===== src/rtl/fft_peak_detect_pkg.sv =====
// Shared definitions for the FFT output-side stages: frame FSM encoding and width helpers.
// Latency: n/a (types and constant functions only).
// Backpressure: n/a.
package fft_peak_detect_pkg;

    // Frame tracking state: waiting for bin 0, or collecting the rest of a frame.
    typedef enum logic {
        IDLE  = 1'b0,
        ACCUM = 1'b1
    } fsm_state_t;

    // I^2 + Q^2 of two signed DW-bit values needs 2*DW+1 unsigned bits.
    function automatic int pow_width(input int dw);
        return 2 * dw + 1;
    endfunction

    // Sum of N/2 powers: grows by log2 of the bin count.
    function automatic int energy_width(input int dw, input int n);
        return 2 * dw + 1 + $clog2(n / 2);
    endfunction

endpackage


===== src/rtl/fft_peak_detect_cplx_mag_sq.sv =====
// Signed complex magnitude-squared (I*I + Q*Q) with a side-band tag carried alongside.
// Latency: 2 cycles (S1 squares, S2 sum); tag is delayed identically.
// Backpressure: none; accepts a new sample every cycle.
module fft_peak_detect_cplx_mag_sq
    import fft_peak_detect_pkg::*;
#(
    parameter int DATA_WIDTH = 8,
    parameter int TAG_W      = 7
) (
    input  logic                          clk,
    input  logic                          rst,
    input  logic signed [DATA_WIDTH-1:0]  in_i,
    input  logic signed [DATA_WIDTH-1:0]  in_q,
    input  logic [TAG_W-1:0]              in_tag,
    output logic [TAG_W-1:0]              out_tag,
    output logic [2*DATA_WIDTH:0]         out_pow
);

    localparam int PW = pow_width(DATA_WIDTH);
    localparam int SW = 2 * DATA_WIDTH;

    // Both operands are signed, so they are sign-extended to SW before multiplying.
    // A square is never negative and (-2^(DW-1))^2 = 2^(2DW-2) still fits, so the
    // SW-bit result can be treated as unsigned from here on.
    logic signed [SW-1:0] ii_s;
    logic signed [SW-1:0] qq_s;
    assign ii_s = in_i * in_i;
    assign qq_s = in_q * in_q;

    logic [SW-1:0]    ii_q;
    logic [SW-1:0]    qq_q;
    logic [TAG_W-1:0] tag1_q;
    logic [TAG_W-1:0] tag2_q;
    logic [PW-1:0]    pow_q;

    // S1: register the two squares and the tag.
    always_ff @(posedge clk) begin
        if (rst) begin
            ii_q   <= '0;
            qq_q   <= '0;
            tag1_q <= '0;
        end else begin
            ii_q   <= ii_s;
            qq_q   <= qq_s;
            tag1_q <= in_tag;
        end
    end

    // S2: register the widened sum and the tag.
    always_ff @(posedge clk) begin
        if (rst) begin
            pow_q  <= '0;
            tag2_q <= '0;
        end else begin
            pow_q  <= PW'(ii_q) + PW'(qq_q);
            tag2_q <= tag1_q;
        end
    end

    assign out_tag = tag2_q;
    assign out_pow = pow_q;

endmodule


===== src/rtl/fft_peak_detect.sv =====
// Per-bin |X|^2 stream plus per-frame peak bin/power and total energy for the FFT output.
// Latency: power 2 cycles after the input sample; peak report 3 cycles after the last bin.
// Backpressure: none; one bin per cycle whenever in_valid is high, nothing ever stalls.
module fft_peak_detect
    import fft_peak_detect_pkg::*;
#(
    parameter int DATA_WIDTH = 8,
    parameter int N          = 64,
    parameter int SKIP_DC    = 1
) (
    input  logic                                  clk,
    input  logic                                  rst,
    input  logic                                  in_valid,
    input  logic [2*DATA_WIDTH-1:0]               in_data,
    output logic                                  pow_valid,
    output logic [$clog2(N/2)-1:0]                pow_bin,
    output logic [2*DATA_WIDTH:0]                 pow_data,
    output logic                                  peak_valid,
    output logic [$clog2(N/2)-1:0]                peak_bin,
    output logic [2*DATA_WIDTH:0]                 peak_pow,
    output logic [2*DATA_WIDTH+$clog2(N/2):0]     frame_energy,
    output logic                                  frame_abort
);

    localparam int NUM_BINS = N / 2;
    localparam int BW       = $clog2(NUM_BINS);
    localparam int PW       = pow_width(DATA_WIDTH);
    localparam int EW       = energy_width(DATA_WIDTH, N);
    localparam int TAG_W    = BW + 2;
    localparam logic [BW-1:0] LAST_BIN = BW'(NUM_BINS - 1);

    fsm_state_t    state_q;
    logic [BW-1:0] cnt_q;
    logic          abort_q;
    logic          in_last;
    logic          abort_det;

    // In IDLE the counter is always 0, so the accepted sample is bin 0 without a special case.
    assign in_last   = in_valid && (state_q == ACCUM) && (cnt_q == LAST_BIN);
    assign abort_det = (state_q == ACCUM) && !in_valid && (cnt_q != '0);

    // Frame FSM: counts bins, wraps after the last one, and pulses abort on a short frame.
    always_ff @(posedge clk) begin
        if (rst) begin
            state_q <= IDLE;
            cnt_q   <= '0;
            abort_q <= 1'b0;
        end else begin
            abort_q <= 1'b0;
            case (state_q)
                IDLE: begin
                    if (in_valid) begin
                        cnt_q   <= cnt_q + 1'b1;
                        state_q <= ACCUM;
                    end
                end
                ACCUM: begin
                    if (in_valid) begin
                        if (cnt_q == LAST_BIN) begin
                            cnt_q   <= '0;
                            state_q <= IDLE;
                        end else begin
                            cnt_q <= cnt_q + 1'b1;
                        end
                    end else begin
                        abort_q <= abort_det;
                        cnt_q   <= '0;
                        state_q <= IDLE;
                    end
                end
                default: begin
                    cnt_q   <= '0;
                    state_q <= IDLE;
                end
            endcase
        end
    end

    logic [TAG_W-1:0] s0_tag;
    logic [TAG_W-1:0] s2_tag;
    logic [PW-1:0]    s2_pow;
    logic             s2_vld;
    logic             s2_last;
    logic [BW-1:0]    s2_bin;

    assign s0_tag = {in_valid, in_last, cnt_q};

    fft_peak_detect_cplx_mag_sq #(
        .DATA_WIDTH (DATA_WIDTH),
        .TAG_W      (TAG_W)
    ) u_mag_sq (
        .clk     (clk),
        .rst     (rst),
        .in_i    (in_data[2*DATA_WIDTH-1:DATA_WIDTH]),
        .in_q    (in_data[DATA_WIDTH-1:0]),
        .in_tag  (s0_tag),
        .out_tag (s2_tag),
        .out_pow (s2_pow)
    );

    assign s2_vld  = s2_tag[TAG_W-1];
    assign s2_last = s2_tag[TAG_W-2];
    assign s2_bin  = s2_tag[BW-1:0];

    // The power stream is the S2 register output directly, aborted frames included.
    assign pow_valid = s2_vld;
    assign pow_bin   = s2_bin;
    assign pow_data  = s2_pow;

    logic [EW-1:0] energy_q, energy_d;
    logic [PW-1:0] best_pow_q, best_pow_d;
    logic [BW-1:0] best_bin_q, best_bin_d;
    logic          ign_q, ign_d;
    logic          report;
    logic          peak_valid_q;
    logic [BW-1:0] peak_bin_q;
    logic [PW-1:0] peak_pow_q;
    logic [EW-1:0] frame_energy_q;

    // S3 next-state: bin 0 restarts the running sums; later bins accumulate and keep the
    // first strictly-largest power. After an abort the stragglers still in the pipe are
    // dropped until the next bin 0 arrives.
    always_comb begin
        energy_d   = energy_q;
        best_pow_d = best_pow_q;
        best_bin_d = best_bin_q;
        ign_d      = ign_q;
        report     = 1'b0;
        if (s2_vld) begin
            if (s2_bin == '0) begin
                ign_d      = 1'b0;
                energy_d   = EW'(s2_pow);
                best_pow_d = (SKIP_DC != 0) ? '0 : s2_pow;
                best_bin_d = '0;
                report     = s2_last;
            end else if (!ign_q) begin
                energy_d = energy_q + EW'(s2_pow);
                if (s2_pow > best_pow_q) begin
                    best_pow_d = s2_pow;
                    best_bin_d = s2_bin;
                end
                report = s2_last;
            end
        end
        if (abort_det) begin
            ign_d = 1'b1;
        end
    end

    // S3 registers: running sums every cycle, frame result captured only on a report.
    always_ff @(posedge clk) begin
        if (rst) begin
            energy_q       <= '0;
            best_pow_q     <= '0;
            best_bin_q     <= '0;
            ign_q          <= 1'b0;
            peak_valid_q   <= 1'b0;
            peak_bin_q     <= '0;
            peak_pow_q     <= '0;
            frame_energy_q <= '0;
        end else begin
            energy_q     <= energy_d;
            best_pow_q   <= best_pow_d;
            best_bin_q   <= best_bin_d;
            ign_q        <= ign_d;
            peak_valid_q <= report;
            if (report) begin
                peak_bin_q     <= best_bin_d;
                peak_pow_q     <= best_pow_d;
                frame_energy_q <= energy_d;
            end
        end
    end

    assign peak_valid   = peak_valid_q;
    assign peak_bin     = peak_bin_q;
    assign peak_pow     = peak_pow_q;
    assign frame_energy = frame_energy_q;
    assign frame_abort  = abort_q;

endmodule


===== config.mk =====
export PLATFORM = sky130hd
export DESIGN_NAME = fft_peak_detect
export DESIGN_NICKNAME = d
export VERILOG_FILES = /design/src/rtl/fft_peak_detect_pkg.sv /design/src/rtl/fft_peak_detect_cplx_mag_sq.sv /design/src/rtl/fft_peak_detect.sv
export SDC_FILE = /design/constraint.sdc
export NUM_CORES = 1
export LEC_CHECK = 0
export BUFFER_PORTS_ARGS = -buffer_cell sky130_fd_sc_hd__buf_2
export CAP_MARGIN = 20
export CORE_AREA = 2 2 169 171
export CTS_BUF_LIST = sky130_fd_sc_hd__clkbuf_16
export CTS_CLUSTER_SIZE = 40
export DETAILED_ROUTE_END_ITERATION = 12
export DIE_AREA = 0 0 171 173
export PLACE_DENSITY_LB_ADDON = 0.3
export SYNTH_ARGS = -nofsm -noshare
export SYNTH_HDL_FRONTEND = slang
export SYNTH_SLANG_ARGS = --single-unit

===== constraint.sdc =====
create_clock -name clk -period 5.8 [get_ports clk]
set_input_delay 0.29 -clock clk [delete_from_list [all_inputs] [get_ports clk]]
set_output_delay 0.29 -clock clk [all_outputs]
set_load 0.01 [all_outputs]

==> results.txt, run 1 <==
----------------------------------------------------
[Placement]
  Buffers added on ports ... 87
  DP HPWL ... between 15 and 20 mm
  Placed instance count ... roughly 1,700
  Global placer's final weighted congestion ... about 0.90
  Post-placement cell area ... 11,900 um^2

[Synthesis]
  Fraction of registers with async set or reset after synthesis ... 0
  Multiplexer share of the synthesized area ... 0.00278
  Dominant cell by count in the synthesized netlist ... sky130_fd_sc_hd__inv_1
  Most area-consuming cells after synthesis ... sky130_fd_sc_hd__dfxtp_1 (28%), sky130_fd_sc_hd__fa_1 (16%), sky130_fd_sc_hd__ha_1 (12%), sky130_fd_sc_hd__inv_1 (5.5%), sky130_fd_sc_hd__nor2_1 (5.2%)
  Area fraction in compound gates after synthesis ... 0.147
  Post-synth net total ... about 1,500
  Combinational family with the most area after synthesis ... adder cells
  Post-Synth XOR/XNOR Area ... 0.0506
  Synth Warn # ... 0
  Syn Area/Cell ... 8.88 um^2
  Synth cell types ... 71
  Share of synthesized cell area in and, or, nand and nor gates ... 0.165
  Instance count of the mapped netlist ... ~1,300
  Biggest area consumer among synthesized cells ... sky130_fd_sc_hd__dfxtp_1
  Share of synthesized cell area in full adder, half adder and majority cells ... 0.274
  Sequential-to-total area share from yosys stat ... 0.281
  Area fraction of the dominant cell type after synthesis ... 0.281
  Number of flip-flops and latches in the synthesized netlist ... 158
  Primary FF master, synth ... sky130_fd_sc_hd__dfxtp_1
  Number of enable-type register cells in the synthesized netlist ... 0
  Area of the mapped netlist ... about 11,000 um^2
  Most frequent cells after synthesis ... sky130_fd_sc_hd__inv_1 (166), sky130_fd_sc_hd__dfxtp_1 (158), sky130_fd_sc_hd__nor2_1 (157), sky130_fd_sc_hd__ha_1 (106), sky130_fd_sc_hd__fa_1 (88)

[CTS]
  Clock transition at the registers of the reported paths ... 60 ps
  Number of CTS-inserted buffers ... 17
  Worst-Skew Late Latency ... ~440 ps
  Clk Tree Root Cell ... sky130_fd_sc_hd__clkbuf_16
  Number of clock sinks ... ~160
  CTS tree ... yes
  H-tree lvl count ... 4
  Quantity of gates resized following cts ... 0
  Cts hold-fix bufs ... 0
  Clock tree buffer depth ... 2
  Post-CTS repair timing setup buffer count ... 0

[Timing]
  Hold violation count in the final report ... 0
  Share of the clock period used by the worst path ... 0.715
  Top achievable clock speed ... roughly 240 MHz
  Tightest Pin Transition ... 927 ps
  Final-layout setup total negative slack ... 0 ps
  Final critical delay including setup and external delays ... just over 4000 ps
  Unrepaired setup endpoints after global routing ... no
  Max-slew headroom ... 0.382
  Maximum clock skew at final layout ... 15.3 ps
  Number of setup violations in the final report ... 0
  Slew Viols, Final ... 0

[Critical path]
  Depth of the worst register-to-register path ... 7
  End of the worst register-to-register path ... frame_energy[8]
  Crit path capture type ... register
  Category of the worst setup path launch point ... input port
  Ordered list of cells on the worst path ... buf_2 -> inv_1 -> nor2_1 -> inv_1 -> fa_1 -> fa_1 -> fa_1 -> fa_1 -> inv_1 -> ha_1 -> a21oi_1 -> o21a_1 -> nor2_1 -> or4b_1 -> and3_1 -> nor3_1
  Worst stage delay on the critical path ... between 500 and 600 ps
  CP most frequent cell ... sky130_fd_sc_hd__fa_1
  Critical-path maximum fanout ... 8
  Required @ worst endpoint ... 6150 ps
  Crit Reg-Reg Startpoint ... u_mag_sq.out_tag[1]
  Type of the worst setup path ... input port to register
  Slowest cell on the critical path ... sky130_fd_sc_hd__fa_1
  Worst reg-to-reg setup slack ... 2630 ps
  Data arrival time of the critical path ... around 4500 ps

[Floorplanning]
  Chip width ... between 150 and 200 um
  Area of the core ... between 20,000 and 30,000 um^2
  Initial Util ... 0.407
  Top-Level Pins ... around 90
  Die Y-Extent ... 173 um
  Floorplan die area ... between 20,000 and 30,000 um^2
  Number of cell rows ... a little over 60

[Power and ir drop]
  Power per cell area ... between 300 and 400 nW/um^2
  Total chip power ... 4820 uW
  Leakage power total ... ~0.0056 uW
  Maximum ir drop on the vdd rail ... 0.000188 V

[Routing]
  Average wire per standard cell ... between 10 and 15 um
  Number of DRC violations after detailed routing ... 0
  Via count normalized by instance count ... between 5 and 6
  First-pass detailed-route iteration total ... 5
  Antenna Nets Post-Route ... 0
  Detailed Route Iter0 Violations ... around 540
  Via count ... around 8,600
  Final wirelength ... roughly 24 mm

[Cells and area]
  Filler Cell Count ... roughly 2,700
  Post-layout nets ... ~1,500
  End-of-flow core utilization ... 0.454
  Layout cell share with drive strength beyond 1 ... 0.109
  Antenna diodes ... 0
  Post-synthesis to final-layout area growth ... 11.5%
  Post-layout instance area ... 12,500 um^2
  Count of placed standard cells in the final layout, fillers left out ... roughly 1,700

[Job]
  Number of max-cap violations ... 0

[GRT]
  Overall overflow remaining after global route ... 0
  Global-route wire length before repair ... ~41 mm
  Initial antenna violation count ... 0
  All-Layer GR Usage ... 0.172
  Via count of the first global-routing pass ... between 8,000 and 9,000
  Largest net degree at the start of global routing ... 90

[Min path]
  End of the worst hold path ... u_mag_sq.qq_q[2]
  Hold path cells ... 2
  Type of the tightest min-delay check ... input port to register
  Worst Min Path Start ... in_data[0]

[Run status]
  Status ... complete, no violations

----------------------------------------------------
[registers in the layout, summed over array words and instances (netlist names), 5 cells and up]
name	count
u_mag_sq.qq_q	15
u_mag_sq.tag1_q	7
energy_q	22
u_mag_sq.out_pow	17
peak_bin	5
u_mag_sq.out_tag	7
u_mag_sq.ii_q	15
frame_energy	22
best_pow_q	17
best_bin_q	5
peak_pow	17
cnt_q	5
[layer usage]
| layer | wire length [um] | global-route usage | vias to the layer above |
|---|---|---|---|
| met4 | 461 | 0.0494 | 0 |
| met3 | 812 | 0.0268 | 28 |
| li1 | - | - | 4284 |
| met1 | 11000 | 0.219 | 4110 |
| met5 | 0 | 0 | - |
| met2 | 12100 | 0.299 | 158 |
[power breakdown]
group          internal [uW]  switching, uW
sequential              1210           96.9
clock                    693            491
combinational           1030           1310
[per-stage QoR]
| step | hold slack, ps | worst slack, ps |
|---|---|---|
| 2_1_floorplan | 414 | 1350 |
| 3_3_place_gp | 417 | 1240 |
| 3_5_place_dp | 425 | 1200 |
| 4_1_cts | 185 | 1640 |
| 5_1_grt | 212 | 1360 |
| 6_report | 201 | 1660 |
[how the worst max path moves through the flow]
stage	from	to	slack (ps)	depth (start not counted)
global route	in_data[6]	u_mag_sq.qq_q[14]	1360	16
CTS	in_data[6]	u_mag_sq.qq_q[14]	1640	16
floorplan	in_data[6]	u_mag_sq.qq_q[14]	1350	16
finish	in_data[6]	u_mag_sq.qq_q[14]	1660	16
global placement	in_data[6]	u_mag_sq.qq_q[14]	1240	16
detailed placement	in_data[6]	u_mag_sq.qq_q[14]	1200	16
[cells in the final DEF (no fill, tap or decap), types with 17 or more instances in the layout]
cell type,n
sky130_fd_sc_hd__nor2b_1,34
sky130_fd_sc_hd__ha_1,106
sky130_fd_sc_hd__dfxtp_1,158
sky130_fd_sc_hd__xnor2_1,46
sky130_fd_sc_hd__fa_1,88
sky130_fd_sc_hd__a22oi_1,22
sky130_fd_sc_hd__nand2_1,71
sky130_fd_sc_hd__a21oi_1,63
sky130_fd_sc_hd__o21ai_0,29
sky130_fd_sc_hd__and2_1,32
sky130_fd_sc_hd__inv_1,166
sky130_fd_sc_hd__a211oi_1,35
sky130_fd_sc_hd__buf_2,86
sky130_fd_sc_hd__clkbuf_16,17
sky130_fd_sc_hd__nor2_1,157
sky130_fd_sc_hd__xor2_1,19
sky130_fd_sc_hd__nand2b_1,23
[worst max-delay path, delay by kind of cell]
family	cells	cell delay (ps)
AOI/OAI and AO/OA	2	420
buffers and inverters	4	410
and+or+nand+nor	5	1080
adders and majority gates	5	2280
[layout make-up]
class | count | area (um^2) | area share
clock buffers | 17 | 425 | 0.0339
inverters | 166 | 623 | 0.0497
well taps | 378 | 473 | 0.0377
multi-input cells | 886 | 7200 | 0.574
clock inverters | 15 | 203 | 0.0162
flip-flops and latches | 158 | 3160 | 0.252
repair buffers | 90 | 460 | 0.0367
[cells by family after synthesis]
group | after synthesis
and+or+nand+nor | 385
AOI/OAI and AO/OA | 239
buffers and inverters | 223
adders and majority gates | 194
DFF | 158
xor gates and xnor gates | 65
muxes | 3
No activity file was read; power rests on OpenSTA's default activity.
==> inputs of run 2 (changes only) <==
- ABC_AREA: default -> 1
- CORE_AREA: 2 2 169 171 -> 2 2 177 179
- DIE_AREA: 0 0 171 173 -> 0 0 179 181
- clock period: 5.8 -> 3.4 ns (I/O delays scaled with it)
==> results.txt, run 2 <==
----------------------------------------------------
[Floorplanning]
  Chip width ... between 150 and 200 um
  Die Y-Extent ... 181 um
  Floorplan die area ... ~32,000 um^2
  Initial Util ... 0.405
  Top-Level Pins ... 88
  Area of the core ... 30,300 um^2
  Number of cell rows ... 64

[Timing]
  Hold violation count in the final report ... 0
  Share of the clock period used by the worst path ... 0.986
  Max-slew headroom ... 0.442
  Unrepaired setup endpoints after global routing ... yes
  Top achievable clock speed ... slightly below 300 MHz
  Tightest Pin Transition ... 836 ps
  Number of setup violations in the final report ... 0
  Final critical delay including setup and external delays ... roughly 3400 ps
  Setup slack of the critical path after layout ... 47.9 ps
  Maximum clock skew at final layout ... approximately 12 ps
  Slew Viols, Final ... 0

[Placement]
  Pre-CTS worst setup slack ... -550 ps
  DP HPWL ... between 20 and 25 mm
  Global placer's final weighted congestion ... between 0.8 and 0.9
  Placed instance count ... about 2,200
  Buffers added on ports ... 87

[Routing]
  Detailed Route Iter0 Violations ... 536
  First-pass detailed-route iteration total ... 5
  Uppermost metal layer occupied by signal nets ... met4
  Met1 routed wirelength after detailed routing ... around 13 mm
  Average wire per standard cell ... 13.4 um
  Met2 WL post-DR ... between 15 and 20 mm
  Final wirelength ... between 30 and 40 mm
  Via count ... 11,000
  Routed length on met3 ... approximately 1.0 mm
  Antenna Nets Post-Route ... 0
  Number of DRC violations after detailed routing ... 0
  Via count normalized by instance count ... a little under 5

[Synthesis]
  Area of the mapped netlist ... 12,300 um^2
  Fraction of registers with async set or reset after synthesis ... 0
  Biggest area consumer among synthesized cells ... sky130_fd_sc_hd__dfxtp_1
  Area fraction in compound gates after synthesis ... 0.109
  Number of enable-type register cells in the synthesized netlist ... 0
  Post-Synth XOR/XNOR Area ... 0.0214
  Synth Warn # ... 0
  Dominant cell by count in the synthesized netlist ... sky130_fd_sc_hd__inv_1
  Most area-consuming cells after synthesis ... sky130_fd_sc_hd__dfxtp_1 (26%), sky130_fd_sc_hd__fa_1 (14%), sky130_fd_sc_hd__ha_1 (11%), sky130_fd_sc_hd__inv_1 (10%), sky130_fd_sc_hd__nand2_1 (9.6%)
  Most frequent cells after synthesis ... sky130_fd_sc_hd__inv_1 (337), sky130_fd_sc_hd__nand2_1 (313), sky130_fd_sc_hd__nor2_1 (186), sky130_fd_sc_hd__dfxtp_1 (158), sky130_fd_sc_hd__nand3_1 (132)
  Instance count of the mapped netlist ... 1,705
  Multiplexer share of the synthesized area ... 0
  Synth cell types ... 45
  Share of synthesized cell area in and, or, nand and nor gates ... 0.227
  Share of synthesized cell area in full adder, half adder and majority cells ... 0.251
  Post-synth net total ... approximately 1,900
  Combinational family with the most area after synthesis ... adder cells
  Syn Area/Cell ... about 7.2 um^2
  Primary FF master, synth ... sky130_fd_sc_hd__dfxtp_1
  Sequential-to-total area share from yosys stat ... 0.257
  Number of flip-flops and latches in the synthesized netlist ... ~160
  Area fraction of the dominant cell type after synthesis ... 0.257

[CTS]
  Number of CTS-inserted buffers ... 17
  Worst-Skew Late Latency ... around 430 ps
  Clock transition at the registers of the reported paths ... 70 ps
  Clk Tree Root Cell ... sky130_fd_sc_hd__clkbuf_16
  Cts hold-fix bufs ... 0
  CTS tree ... yes
  H-tree lvl count ... 4
  Number of clock sinks ... between 150 and 200
  Clock tree buffer depth ... 2

[Cells and area]
  Most common cell after layout, fill and taps aside ... sky130_fd_sc_hd__inv_1
  End-of-flow core utilization ... 0.499
  Post-synthesis to final-layout area growth ... 23.2%
  Commonest cells after routing, fill and taps aside ... sky130_fd_sc_hd__inv_1 (310), sky130_fd_sc_hd__nand2_1 (287), sky130_fd_sc_hd__nor2_1 (178)
  Antenna diodes ... 0
  Filler Cell Count ... roughly 2,900
  Post-layout nets ... ~2,100
  Layout cell share with drive strength beyond 1 ... 0.205
  Count of placed standard cells in the final layout, fillers left out ... approximately 2,300

[GRT]
  Initial antenna violation count ... 0
  Overall overflow remaining after global route ... 0
  Via count of the first global-routing pass ... 10,900
  All-Layer GR Usage ... 0.192
  Largest net degree at the start of global routing ... 70
  Global-route wire length before repair ... roughly 50 mm

[Critical path]
  Critical-path maximum fanout ... 7
  Type of the worst setup path ... input port to register
  Category of the worst setup path launch point ... input port
  Crit path capture type ... register
  Data arrival time of the critical path ... about 3700 ps
  Required @ worst endpoint ... roughly 3700 ps

[Power and ir drop]
  Power per cell area ... about 700 nW/um^2
  Maximum ir drop on the vdd rail ... roughly 0.00045 V
  Leakage power total ... 0.00780 uW

[Job]
  Number of max-cap violations ... 0

[Min path]
  Type of the tightest min-delay check ... input port to register

[Run status]
  Status ... complete, no violations

----------------------------------------------------
==> run 2: cell types whose count changed in the layout (fill, tap and decap cells not counted), moves of 32 or more <==
cell | before | now
sky130_fd_sc_hd__inv_1 | 166 | 310
sky130_fd_sc_hd__nand3_1 | 11 | 127
sky130_fd_sc_hd__nand2_1 | 71 | 287
sky130_fd_sc_hd__a211oi_1 | 35 | 1
sky130_fd_sc_hd__xnor2_1 | 46 | 14
sky130_fd_sc_hd__a21oi_1 | 63 | 114
sky130_fd_sc_hd__buf_4 | 4 | 126
sky130_fd_sc_hd__nor2b_1 | 34 | 0
==> run 2: path summary, 6_finish.rpt <==
kind                            slack (ps)           startpoint  cells after the start                   to
worst max-delay path                    50          in_data[15]                     19    u_mag_sq.ii_q[13]
worst min-delay path                    40             in_valid                      3   u_mag_sq.tag1_q[5]
worst max register to register         840  u_mag_sq.out_pow[0]                     15     frame_energy[16]
worst min register to register         400   u_mag_sq.tag1_q[0]                      2  u_mag_sq.out_tag[0]
==> run 2: cells by family (layout without fill, tap and decap cells) <==
| group | after synthesis | count (layout) |
|---|---|---|
| and+or+nand+nor | 669 | 669 |
| adders and majority gates | 194 | 194 |
| buffers and inverters | 414 | 591 |
| xor gates and xnor gates | 30 | 30 |
| DFF | 158 | 158 |
| AOI/OAI and AO/OA | 240 | 240 |
==> run 2: area by class of cell <==
cell class                      instances  area [um^2]  area share
Clock inverter                         15          133     0.00875
Timing Repair Buffer                  214         1540       0.101
Tap cell                              396          495      0.0327
Inverter                              345         1320      0.0869
Clock buffer                           17          425      0.0281
Sequential cell                       158         3160       0.209
Multi-Input combinational cell       1133         8090       0.533
==> run 2: per-layer routing <==
metal / track usage / up-vias
met1: 0.232 / 5091
li1: - / 5621
met5: 0 / -
met3: 0.0240 / 72
met4: 0.0898 / 0
met2: 0.335 / 245
==> run 2: power by group <==
part / internal, uW / switching (uW) / total, uW
combinational: 2900 / 3610 / 6510
sequential: 2060 / 154 / 2220
clock: 1020 / 830 / 1850
total: 5980 / 4590 / 10600
==> run 2: worst max-delay path, stage by stage <==
cell,delay (ps)
sky130_fd_sc_hd__buf_12,120
sky130_fd_sc_hd__buf_12,120
sky130_fd_sc_hd__nand2_8,60
sky130_fd_sc_hd__inv_6,40
sky130_fd_sc_hd__fa_1,540
sky130_fd_sc_hd__inv_2,70
sky130_fd_sc_hd__fa_1,500
sky130_fd_sc_hd__fa_1,450
sky130_fd_sc_hd__fa_1,570
sky130_fd_sc_hd__inv_2,50
sky130_fd_sc_hd__ha_4,240
sky130_fd_sc_hd__inv_4,60
sky130_fd_sc_hd__o21ai_1,50
sky130_fd_sc_hd__nor2_1,120
sky130_fd_sc_hd__nand3_2,90
sky130_fd_sc_hd__buf_4,140
sky130_fd_sc_hd__buf_4,120
sky130_fd_sc_hd__o21ai_1,120
sky130_fd_sc_hd__a21oi_1,50
==> run 2: per-stage QoR <==
step / hold slack, ps / TNS [ps] / total power [uW] / cell area [um^2]
3_5_place_dp: 395 / -6490 / 8150 / 14100
6_report: 41.9 / 0 / 10600 / 15200
3_3_place_gp: 389 / -5540 / 8030 / 14100
2_1_floorplan: 328 / -900 / 6470 / 12800
4_1_cts: 18.4 / 0 / 10100 / 14700
5_1_grt: 42.0 / -404 / 11500 / 15200
==> run 2: what timing repair did <==
item | 4_1_cts | 5_1_grt
setup buffers | 2 | 9
pin swaps | 9 | 57
setup endpoints to repair | 5 | 14
resized for setup | 11 | 113
==> inputs of run 3 (changes only) <==
- ABC_AREA: 1 -> default
- CORE_AREA: 2 2 177 179 -> 2 2 169 171
- DIE_AREA: 0 0 179 181 -> 0 0 171 173
==> results.txt, run 3 (synthesis gave the netlist of run 1 again) <==
----------------------------------------------------
[Routing]
  Antenna Nets Post-Route ... 0
  Average wire per standard cell ... between 10 and 15 um
  Via count ... ~9,100
  First-pass detailed-route iteration total ... 5
  Via count normalized by instance count ... 4.97
  Final wirelength ... around 26 mm
  Detailed Route Iter0 Violations ... around 440
  Number of DRC violations after detailed routing ... 0

[CTS]
  Clk Tree Root Cell ... sky130_fd_sc_hd__clkbuf_16
  Worst-Skew Late Latency ... ~430 ps
  Clock tree buffer depth ... 2
  Clock transition at the registers of the reported paths ... 70 ps
  H-tree lvl count ... 4
  Number of clock sinks ... ~160
  Number of CTS-inserted buffers ... 17
  CTS tree ... yes

[Cells and area]
  Antenna diodes ... 0
  Area of all sequential standard cells ... 3160 um^2
  Commonest cells after routing, fill and taps aside ... sky130_fd_sc_hd__dfxtp_1 (158), sky130_fd_sc_hd__nor2_1 (145), sky130_fd_sc_hd__inv_1 (133)
  Post-synthesis to final-layout area growth ... 27.4%
  Most common cell after layout, fill and taps aside ... sky130_fd_sc_hd__dfxtp_1
  Filler Cell Count ... 2,610
  Layout cell share with drive strength beyond 1 ... 0.282
  Post-layout nets ... roughly 1,600
  Area of the multi-input gates ... roughly 8000 um^2
  End-of-flow core utilization ... 0.519

[GRT]
  Initial antenna violation count ... 0
  Global-route wire length before repair ... 43.7 mm
  All-Layer GR Usage ... 0.181
  Overall overflow remaining after global route ... 0
  Largest net degree at the start of global routing ... 93
  Via count of the first global-routing pass ... slightly above 9,000

[Timing]
  Share of the clock period used by the worst path ... 1.03
  Number of setup violations in the final report ... 2
  Top achievable clock speed ... 285 MHz
  Hold slack final ... around 120 ps
  Unrepaired setup endpoints after global routing ... yes
  Setup slack of the critical path after layout ... -106 ps
  Hold violation count in the final report ... 0
  Tightest Pin Transition ... 955 ps
  Final-layout setup total negative slack ... -151 ps
  Maximum clock skew at final layout ... a little under 20 ps
  Slew Viols, Final ... 0
  Final critical delay including setup and external delays ... ~3500 ps
  Max-slew headroom ... 0.363

[Critical path]
  Worst stage delay on the critical path ... roughly 520 ps
  Category of the worst setup path launch point ... input port
  Crit path capture type ... register
  CP most frequent cell ... sky130_fd_sc_hd__fa_1
  Slowest cell on the critical path ... sky130_fd_sc_hd__fa_1
  Crit Reg-Reg Startpoint ... u_mag_sq.out_pow[0]
  Ordered list of cells on the worst path ... buf_4 -> and2_1 -> ha_1 -> a21oi_2 -> fa_1 -> inv_2 -> ha_4 -> fa_1 -> fa_2 -> a21o_1 -> a21oi_4 -> o21a_1 -> nor2_1 -> or4b_4 -> and3_4 -> nor3_2
  Required @ worst endpoint ... roughly 3800 ps
  Startpoint of the most critical setup path ... in_data[0]
  WP buf/inv ... 2
  Data arrival time of the critical path ... between 3000 and 4000 ps
  Type of the worst setup path ... input port to register
  Critical-path maximum fanout ... 6
  Crit path max-delay family ... adder cells

[Placement]
  DP HPWL ... 20.4 mm
  Global placer's final weighted congestion ... approximately 0.90
  Buffers added on ports ... 87

[Floorplanning]
  Number of cell rows ... 61
  Area of the core ... approximately 28,000 um^2
  Die Y-Extent ... 173 um
  Chip width ... 171 um
  Floorplan die area ... approximately 30,000 um^2
  Initial Util ... 0.407
  Top-Level Pins ... 88

[Run status]
  Violations in the final reports ... negative setup slack
  Status ... complete, but fails checks

[Power and ir drop]
  Maximum ir drop on the vdd rail ... 0.000410 V
  Leakage power total ... 0.00630 uW
  Power per cell area ... about 700 nW/um^2
  Total chip power ... approximately 10,000 uW

[Min path]
  Worst Min Path Start ... in_valid
  Type of the tightest min-delay check ... input port to register

[Job]
  Number of max-cap violations ... 0

----------------------------------------------------
-- run 3: layout make-up --
type | instances | area share
multi-input cells | 886 | 0.554
repair buffers | 207 | 0.107
flip-flops and latches | 158 | 0.221
clock inverters | 14 | 0.00899
clock buffers | 17 | 0.0297
well taps | 378 | 0.0330
inverters | 166 | 0.0457
-- run 3: worst paths after layout --
kind / endpoint / slack [ps] / cells past startpoint
worst max-delay path: u_mag_sq.qq_q[14] / -110 / 16
worst min-delay path: frame_abort / 120 / 2
worst max register to register: energy_q[16] / 570 / 10
worst min register to register: u_mag_sq.out_tag[5] / 430 / 1
-- run 3: where the power goes --
part | internal [uW] | leakage, uW | switching, uW
sequential | 2060 | 0.00129 | 161
clock | 957 | 0.000261 | 816
combinational | 3080 | 0.00475 | 2950
total | 6100 | 0.00630 | 3930
-- run 3: per-stage QoR --
stage / worst slack (ps) / instance area, um^2 / cells
floorplan: -420 / 11700 / 1267
CTS: -137 / 13800 / 1815
global route: -243 / 14300 / 1826
detailed placement: -682 / 13000 / 1779
finish: -106 / 14300 / 1826
global placement: -608 / 13000 / 1779
-- run 3: repair_timing --
action                                  in CTS  in global routing
setup buffers                                5                 12
gates resized for setup                     51                116
hold buffers                                 0                  0
hold endpoints to repair                     0                  0
pin swaps                                   31                 78
endpoints found under the setup margin       8                 12
-- run 3: metal layers --
layer	wire length (um)	up-vias	track usage
li1	-	4530	-
met1	11400	4334	0.228
met2	13500	178	0.319
met3	949	31	0.0277
met4	456	0	0.0491
met5	0	-	0
